<file path="config.mk">
export PLATFORM = sky130hd
export DESIGN_NAME = serv_rf_ram_if_seq
export DESIGN_NICKNAME = d
export VERILOG_FILES = /design/src/rtl/serv_rf_ram_if_seq.sv
export SDC_FILE = /design/constraint.sdc
export NUM_CORES = 1
export LEC_CHECK = 0
export BUFFER_PORTS_ARGS = -buffer_cell sky130_fd_sc_hd__buf_2
export CAP_MARGIN = 20
export CORE_UTILIZATION = 30
export DETAILED_ROUTE_END_ITERATION = 10
export PLACE_DENSITY = 0.45
export SLEW_MARGIN = 20
export SYNTH_ARGS = -nofsm -noshare
export SYNTH_HDL_FRONTEND = slang
export SYNTH_SLANG_ARGS = --single-unit
</file>
<file path="constraint.sdc">
create_clock -name clk -period 2.32 [get_ports clk]
set_input_delay 0.348 -clock clk [delete_from_list [all_inputs] [get_ports clk]]
set_output_delay 0.348 -clock clk [all_outputs]
set_load 0.01 [all_outputs]
</file>
<file path="src/rtl/serv_rf_ram_if_seq.sv">
// serv_rf_ram_if_seq
// Sequential bridge between the core's W-bit serial register-file ports and a
// 1R1W synchronous RAM of `width`-bit words.
//  - Write side: two serial write streams are packed into RAM words. Each
//    completed word waits in a per-port pending register; port 0 drains first.
//  - Read side: one RAM read port is time-multiplexed into two continuous
//    serial read streams. Word 0 of both operands is fetched up front, and
//    each later word is prefetched while the previous word is being shifted out.
//  - Register x0 always reads as zero.
// Ports:
//  clk, i_rst                  clock, synchronous active-high reset
//  i_wreg0/1, i_wen0/1,
//  i_wdata0/1                  serial write ports (address, chunk strobe, chunk)
//  i_rreq, i_rreg0/1           read request pulse and the two read addresses
//  o_ready                     pulse one cycle before streaming begins
//  o_rdata0/1                  serial read chunks, LSB first
//  o_waddr, o_wdata, o_wen     RAM write port
//  o_raddr, o_ren, i_rdata     RAM read port (data valid the cycle after o_ren)
module serv_rf_ram_if_seq #(
    parameter int W        = 1,
    parameter int width    = 8,
    parameter int WITH_CSR = 1,
    localparam int RW = 5 + WITH_CSR,
    localparam int N  = 32 / width,
    localparam int LN = $clog2(N),
    localparam int AW = RW + LN
) (
    input  logic             clk,
    input  logic             i_rst,
    input  logic [RW-1:0]    i_wreg0,
    input  logic [RW-1:0]    i_wreg1,
    input  logic             i_wen0,
    input  logic             i_wen1,
    input  logic [W-1:0]     i_wdata0,
    input  logic [W-1:0]     i_wdata1,
    input  logic             i_rreq,
    input  logic [RW-1:0]    i_rreg0,
    input  logic [RW-1:0]    i_rreg1,
    output logic             o_ready,
    output logic [W-1:0]     o_rdata0,
    output logic [W-1:0]     o_rdata1,
    output logic [AW-1:0]    o_waddr,
    output logic [width-1:0] o_wdata,
    output logic             o_wen,
    output logic [AW-1:0]    o_raddr,
    output logic             o_ren,
    input  logic [width-1:0] i_rdata
);

    localparam int R  = width / W;      // cycles per RAM word
    localparam int LR = $clog2(R);
    localparam int CW = $clog2(32 / W); // chunk counter width

    // ------------------------------------------------------------------
    // Write side
    // ------------------------------------------------------------------
    logic [CW-1:0]      wcnt;
    logic [width-W-1:0] wbuf0, wbuf1;   // chunks collected so far in this word
    logic [width-1:0]   wword0, wword1; // word as it looks with this cycle's chunk
    logic               wlast;
    logic [LN-1:0]      widx;
    logic               pend0, pend1;
    logic [width-1:0]   pdata0, pdata1;
    logic [AW-1:0]      paddr0, paddr1;

    assign wword0 = {i_wdata0, wbuf0};
    assign wword1 = {i_wdata1, wbuf1};
    assign wlast  = &wcnt[LR-1:0];
    assign widx   = wcnt[CW-1:LR];

    // NOTE: state registers use non-blocking assignments so every flop samples
    // the values from before the edge, independent of statement order.
    always_ff @(posedge clk) begin
        if (i_rst) begin
            wcnt  <= '0;
            pend0 <= 1'b0;
            pend1 <= 1'b0;
        end else begin
            if (i_wen0 | i_wen1)
                wcnt <= wcnt + 1'b1;
            // Port 0 always drains the cycle after it fills, so its flag is
            // simply "a word completed last cycle".
            pend0 <= i_wen0 & wlast;
            // Port 1 waits one extra cycle whenever port 0 holds the RAM.
            if (i_wen1 && wlast)
                pend1 <= 1'b1;
            else if (!pend0)
                pend1 <= 1'b0;
        end
    end

    // NOTE: pure datapath registers carry no reset; the valid flags above
    // decide when their contents are used, so reset only costs area here.
    always_ff @(posedge clk) begin
        if (i_wen0)
            wbuf0 <= wword0[width-1:W];
        if (i_wen1)
            wbuf1 <= wword1[width-1:W];
        if (i_wen0 && wlast) begin
            pdata0 <= wword0;
            paddr0 <= {i_wreg0, widx};
        end
        if (i_wen1 && wlast) begin
            pdata1 <= wword1;
            paddr1 <= {i_wreg1, widx};
        end
    end

    assign o_wen   = pend0 | pend1;
    assign o_waddr = pend0 ? paddr0 : paddr1;
    assign o_wdata = pend0 ? pdata0 : pdata1;

    // ------------------------------------------------------------------
    // Read side
    // ------------------------------------------------------------------
    typedef enum logic [1:0] {IDLE, PRE, STREAM} rd_state_t;

    rd_state_t        state, state_next;
    logic [1:0]       pre_cnt;
    logic [LR-1:0]    p;
    logic [LN-1:0]    k;
    logic [LN-1:0]    k_inc;
    logic             k_last;
    logic [RW-1:0]    rs1_q, rs2_q;
    logic             rd_port1;         // current RAM read belongs to rs2
    logic             cap0_q, cap1_q;   // i_rdata this cycle belongs to rs1 / rs2
    logic [width-1:0] rd_word0, rd_word1;
    logic [width-1:0] hold0, hold1;
    logic [width-1:0] hold0_eff, hold1_eff;
    logic [width-1:0] shift0, shift1;

    assign k_inc  = k + 1'b1;
    assign k_last = (k == LN'(N - 1));

    // x0 is never written to a meaningful value in RAM, so mask it here.
    assign rd_word0 = (rs1_q == '0) ? '0 : i_rdata;
    assign rd_word1 = (rs2_q == '0) ? '0 : i_rdata;

    // The rs2 word fetched last in PRE arrives in the same cycle it must be
    // transferred, so the transfer path bypasses the hold register.
    assign hold0_eff = cap0_q ? rd_word0 : hold0;
    assign hold1_eff = cap1_q ? rd_word1 : hold1;

    always_ff @(posedge clk) begin
        if (i_rst)
            state <= IDLE;
        else
            state <= state_next;
    end

    // NOTE: every output of this block gets a default first, so no path can
    // leave one unassigned and infer a latch.
    always_comb begin
        state_next = state;
        o_ren      = 1'b0;
        o_raddr    = '0;
        o_ready    = 1'b0;
        rd_port1   = 1'b0;
        unique case (state)
            IDLE: begin
                if (i_rreq)
                    state_next = PRE;
            end
            PRE: begin
                case (pre_cnt)
                    2'd0: begin
                        o_ren   = 1'b1;
                        o_raddr = {rs1_q, {LN{1'b0}}};
                    end
                    2'd1: begin
                        o_ren    = 1'b1;
                        o_raddr  = {rs2_q, {LN{1'b0}}};
                        rd_port1 = 1'b1;
                    end
                    default: begin
                        o_ready    = 1'b1;
                        state_next = STREAM;
                    end
                endcase
            end
            STREAM: begin
                if (!k_last && p == LR'(0)) begin
                    o_ren   = 1'b1;
                    o_raddr = {rs1_q, k_inc};
                end
                if (!k_last && p == LR'(1)) begin
                    o_ren    = 1'b1;
                    o_raddr  = {rs2_q, k_inc};
                    rd_port1 = 1'b1;
                end
                if (k_last && &p)
                    state_next = IDLE;
            end
            default: state_next = IDLE;
        endcase
    end

    always_ff @(posedge clk) begin
        if (i_rst) begin
            pre_cnt <= '0;
            p       <= '0;
            k       <= '0;
            cap0_q  <= 1'b0;
            cap1_q  <= 1'b0;
            shift0  <= '0;
            shift1  <= '0;
        end else begin
            cap0_q <= o_ren & ~rd_port1;
            cap1_q <= o_ren & rd_port1;
            unique case (state)
                PRE: begin
                    pre_cnt <= pre_cnt + 1'b1;
                    if (pre_cnt == 2'd2) begin
                        shift0 <= hold0_eff;
                        shift1 <= hold1_eff;
                    end
                end
                STREAM: begin
                    p <= p + 1'b1;
                    if (&p) begin
                        k <= k_inc;
                        // After the last word, shift in zeros rather than
                        // replaying a stale hold register.
                        shift0 <= k_last ? '0 : hold0_eff;
                        shift1 <= k_last ? '0 : hold1_eff;
                    end else begin
                        shift0 <= shift0 >> W;
                        shift1 <= shift1 >> W;
                    end
                end
                default: begin
                    pre_cnt <= '0;
                    p       <= '0;
                    k       <= '0;
                end
            endcase
        end
    end

    always_ff @(posedge clk) begin
        if (state == IDLE && i_rreq) begin
            rs1_q <= i_rreg0;
            rs2_q <= i_rreg1;
        end
        if (cap0_q)
            hold0 <= rd_word0;
        if (cap1_q)
            hold1 <= rd_word1;
    end

    assign o_rdata0 = shift0[W-1:0];
    assign o_rdata1 = shift1[W-1:0];

endmodule

</file>
Word level (Yosys, flattened, before mapping) --
Cells that the tools add are included.
Word-level totals: memories 0, flip-flop bits (word level) 108, memory bits (read-only) 0, output and inout port bits 29, bits in latches 0, input port bits 39, RAM bits 0
Operators by class: reduce and logical (&&, ||, !) cells 19, shift operators 0, div/mod/pow operators 0, bitwise gates (word level) 7, $mul 0, add/sub/neg operators 4, magnitude comparators 0, eq/ne operators 12, mux-type cells 37
Operator list (number):
- 8-bit 2-to-1 mux | 14
- 8-bit case mux with 2 select lines | 4
- 6-bit zero test | 2
- 2-bit inequality test, second input constant | 5
- 1-bit 2-to-1 mux | 9
- 3-bit AND reduction | 3
- 2-bit 2-to-1 mux | 4
- 2-bit case mux with 2 select lines | 2
- 2-bit equality test, second input constant | 3
- 1-bit logical AND | 6
- 2-bit case mux with 3 select lines | 1
- 3-bit case mux with 2 select lines | 1
- 5-bit by 1-bit adder with 5-bit output, second input constant | 1
- 2-bit by 1-bit adder with 2-bit output, second input constant | 2
- 2-bit by 1-bit equality test with 1-bit output, second input constant | 2
- 2-bit zero test | 2
- 1-bit case mux with 2 select lines | 2
- 2-bit AND reduction | 2
- 3-bit by 1-bit adder with 3-bit output, second input constant | 1
- 1-bit bitwise AND | 3
- 3-bit by 1-bit equality test with 1-bit output, second input constant | 1
- 3-bit zero test | 1
- 2-bit by 1-bit inequality test with 1-bit output, second input constant | 1
- 1-bit inverter | 2
- other kinds (4) | 5

Longest topological paths before layout --
depth in word-level cells 7, mapped depth 7, gate-level depth less buffers 6

Worst setup path after synthesis --
Ideal clock, no wire load.
kind register to register, from reg state[1], to reg shift0[6], data arrival time 1604 ps, path slack 580 ps, stages on the path, launching flop included 8, path buffers 1, cell sequence dfxtp_1 -> inv_1 -> ha_1 -> mux2_2 -> clkbuf_1 -> and3_1 -> a21oi_1 -> o32ai_2
On the way: longest elaborated chain between the ends 3
Ends and longest elaborated chain:
- from (decl) | line 118 | rd_state_t state, state_next;
- from (signal assigned) | line 148 | state <= state_next;
- 2-bit by 1-bit equality test with 1-bit output / 2-bit equality test (equally long branches) | line 210 | unique case (state)
- 2-bit inequality test (no source line) / 2-bit nonzero test (equally long branches)
- 2-bit AND reduction (no source line)
- to (signal assigned) | line 214 | shift0 <= hold0_eff;
- to (signal assigned) | line 224 | shift0 <= k_last ? '0 : hold0_eff;
- to (signal assigned) | line 227 | shift0 <= shift0 >> W;
- to (decl) | line 130 | logic [width-1:0] shift0, shift1;
Parallel ways exist; a longest one is shown, timed or not. A chain may end at the register's enable or synchronous reset.

Final worst setup path --
from reg k[0], to out o_raddr[4]
On the way: longest elaborated chain between the ends 6
Ends and longest elaborated chain:
- from (decl) | line 121 | logic [LN-1:0] k;
- from (signal assigned) | line 221 | k <= k_inc;
- 2-bit equality test (*) | line 133 | assign k_last = (k == LN'(N - 1));
- 1-bit zero test (*) | line 182, 186
- 1-bit logical AND | line 182 | if (!k_last && p == LR'(0)) begin
- 8-bit 2-to-1 mux | line 182
- 8-bit 2-to-1 mux (*) | line 186 | if (!k_last && p == LR'(1)) begin
- 8-bit case mux with 2 select lines (*) | line 159 | unique case (state)
- to (decl) | line 45 | output logic [AW-1:0] o_raddr,
Every way passes the cells marked *; elsewhere a longest branch is shown, timed or not.

==> flow_summary.json <==
{
  "cts-root-buf": "clkbuf_16",
  "drtIter0Drc": 151,
  "synth.distinct_cells": 41,
  "fmaxAchievable_mhz": 457.3,
  "finClkSkew_ns": 0.006174,
  "path_buf_inv": 1,
  "finalMaxSlewViolations": 0,
  "multi_input_area_um2": 1600,
  "grt_use_met1_pct": 17.25,
  "grt_overflow_total": 0,
  "synth_most_common_cell": "edfxtp_1",
  "core_um2": 14480,
  "postSynthAreaPerCell_um2": 12.49,
  "cp.required_ns": 1.97,
  "drc_errors": 0,
  "status": "finished, final reports clean",
  "grt_usage_pct": 13.20,
  "crit_slowest_cell": "dfxtp_2",
  "ys_top_cells_by_count": "edfxtp_1, dfxtp_1, nor2_1",
  "ys_ff_latch": 108,
  "antenna_found_initial": 1,
  "hold_violations": 0,
  "cts.clk_slew.worst_paths_ns": 0.07,
  "cp-start-kind": "flip-flop",
  "min_path_type": "input port to flip-flop",
  "grt_use_met3_pct": 4.670,
  "cp_max_fo": 7,
  "rows": 44,
  "synth_nets": 410,
  "cp_top_family": "simple AND/OR/NAND/NOR gates",
  "fin_util_pct": 36.80,
  "synth_edf_count": 58,
  "grt_pass1_vias": 2923,
  "ys_warn_count": 0,
  "yosysTopAreaCell": "edfxtp_1",
  "p_total_w": 0.004177,
  "regArea_um2": 2744,
  "fin_crit_ns": 2.187,
  "clk_path_buf_depth": 2,
  "portBuffers": 67,
  "vias": 2944,
  "ioPinCount": 68,
  "avgRoutedWirePerCell_um": 14.90,
  "post-dp-hpwl_mm": 6.371,
  "nFillCells": 1439,
  "maxCapViolCount": 0,
  "nets": 481,
  "clock-sinks": 108,
  "crit_type": "flip-flop to output pin",
  "relSlewSlack_pct": 54.45,
  "ant_nets": 0,
  "cts_inserted_buffers": 9,
  "grt_busiest_layer": "met2",
  "synthCells": 356,
  "worst_slew_pin_slew_ns": 0.6822,
  "viasPerCell": 4.779,
  "clk_latency_ns": 0.35,
  "cp_slowest_stage_delay_ns": 0.35,
  "cts_tree": "built",
  "areaGrowthSynthToFinish_pct": 19.80,
  "yosysTopAreaCellShare_pct": 39.16,
  "finalSetupTns_ns": 0,
  "fin_crit_sh_pct": 94.25,
  "async_flop_share_pct": 0,
  "p_leak_nw": 2.053,
  "cp_cell_sequence": "ha_1 > nand2b_4 > nor2_4 > mux2i_1 > o22ai_1 > buf_2",
  "arrival_ns": 1.84,
  "setup_viol": 0,
  "p_per_area_nw_per_um2": 783.8,
  "drive_gt1_share_pct": 31.02,
  "grt_max_degree": 35,
  "ys_top_cells_by_area": "edfxtp_1, dfxtp_1, mux2_2",
  "fp.dieH_um": 123.8,
  "cp-end-kind": "output pin",
  "start_util_pct": 30.72,
  "routabilityCongestion": 0.8039,
  "synthFlopType": "edfxtp_1",
  "synth_area_um2": 4448,
  "routed_wl_mm": 9.178,
  "grt.met2_usage_pct": 20.14,
  "die_w_um": 123.8,
  "die_area_um2": 15320,
  "grt_pass1_wl_mm": 15.07,
  "n_antenna_cell": 0,
  "rsz0062_at_grt": "no",
  "seq_area_frac_synth_pct": 61.66,
  "peakVddDrop_uv": 323.5,
  "dr.pass1.iters": 4,
  "post_cts_buffers": 0,
  "htree_levels": 3
}
## sequential cells by signal, summed over array words and instances, names as in the netlist, 7 cells and up
signal	flops
hold0	8
hold1	8
paddr0	8
paddr1	8
pdata0	8
pdata1	8
shift0	8
shift1	8
wbuf0	7
wbuf1	7
## worst reg2reg max path, stage by stage, from the launching register on
cell and delay, ns:
dfxtp_1 0.32, inv_1 0.11, ha_2 0.32, mux2i_1 0.15, nor2_2 0.29, nand2_1 0.28, o32ai_1 0.29
## final cells by class
type                            count  area share [%]
Inverter                           11          0.7748
Timing Repair Buffer               79           7.983
Clock inverter                      7           1.174
Tap cell                          184           4.320
Multi-Input combinational cell    218           30.03
Sequential cell                   108           51.49
Clock buffer                        9           4.226
## repair_timing
action,in CTS,in global routing
cloned,0,0
pin swaps,0,1
setup endpoints to repair,6,8
resized for setup,1,8
hold buffers,0,0
## routing by layer
| layer | vias up | wire length (um) |
|---|---|---|
| li1 | 1463 | - |
| met1 | 1398 | 4396 |
| met2 | 70 | 4113 |
| met3 | 11 | 528 |
| met4 | 2 | 130 |
| met5 | - | 9 |
## final timing paths
path	startpoint	end	slack, ns	cells after the start
hold / removal	i_rreg0[3]	rs1_q[3]$_DFFE_PP_	0.17	1
hold reg to reg	wbuf1[0]$_DFFE_PP_	pdata1[0]$_DFFE_PP_	0.43	0
setup / recovery	k[0]$_SDFFE_PP0P_	o_raddr[4]	0.13	6
setup reg to reg	state[1]$_SDFFE_PP0P_	shift0[0]$_SDFFE_PP0P_	0.47	6
## stage by stage
stage          hold WS, ns  std cells  worst slack [ns]  cell area [um2]
3_3_place_gp        0.4026        600            0.3781             5016
4_1_cts             0.1501        616           0.06998             5309
5_1_grt             0.1482        616           0.05004             5329
6_report            0.1697        616            0.1335             5329
2_1_floorplan       0.4003        356            0.5798             4448
3_5_place_dp        0.4111        600            0.3482             5016
## power breakdown
| group | internal [W] | total, W | leakage [nW] | switching [W] |
|---|---|---|---|---|
| sequential | 0.00217 | 0.00224 | 0.957 | 0.0000687 |
| clock | 0.000746 | 0.00147 | 0.137 | 0.000725 |
| combinational | 0.000191 | 0.000464 | 0.959 | 0.000274 |
| total | 0.00311 | 0.00418 | 2.05 | 0.00107 |
## cells in the final DEF, fill, tap and decap left out, drive strengths merged, types with 6 or more instances in the layout
cell type and count:
buf 79, o21ai 8, nor2 29, o32ai 7, a21oi 23, edfxtp 58
a31o 10, nor2b 10, clkbuf 9, inv 13, and3 7, mux2 17
nand3 7, nand2 16, dfxtp 50, mux2i 17, o22ai 6, ha 15
a22oi 9
## cells by family (layout without fill, tap and decap cells)
group,count (synthesis),in the layout,share of synthesized area (%)
AO/OA/AOI/OAI,74,74,11.45
XOR/XNOR,3,3,0.5908
flip-flops,108,108,61.66
multiplexers,34,34,8.129
buffers and inverters,30,106,2.897
AND/OR/NAND/NOR,92,92,11.06
adder cells (fa/ha/maj),15,15,4.219
No activity file was read; power rests on OpenSTA's default activity.
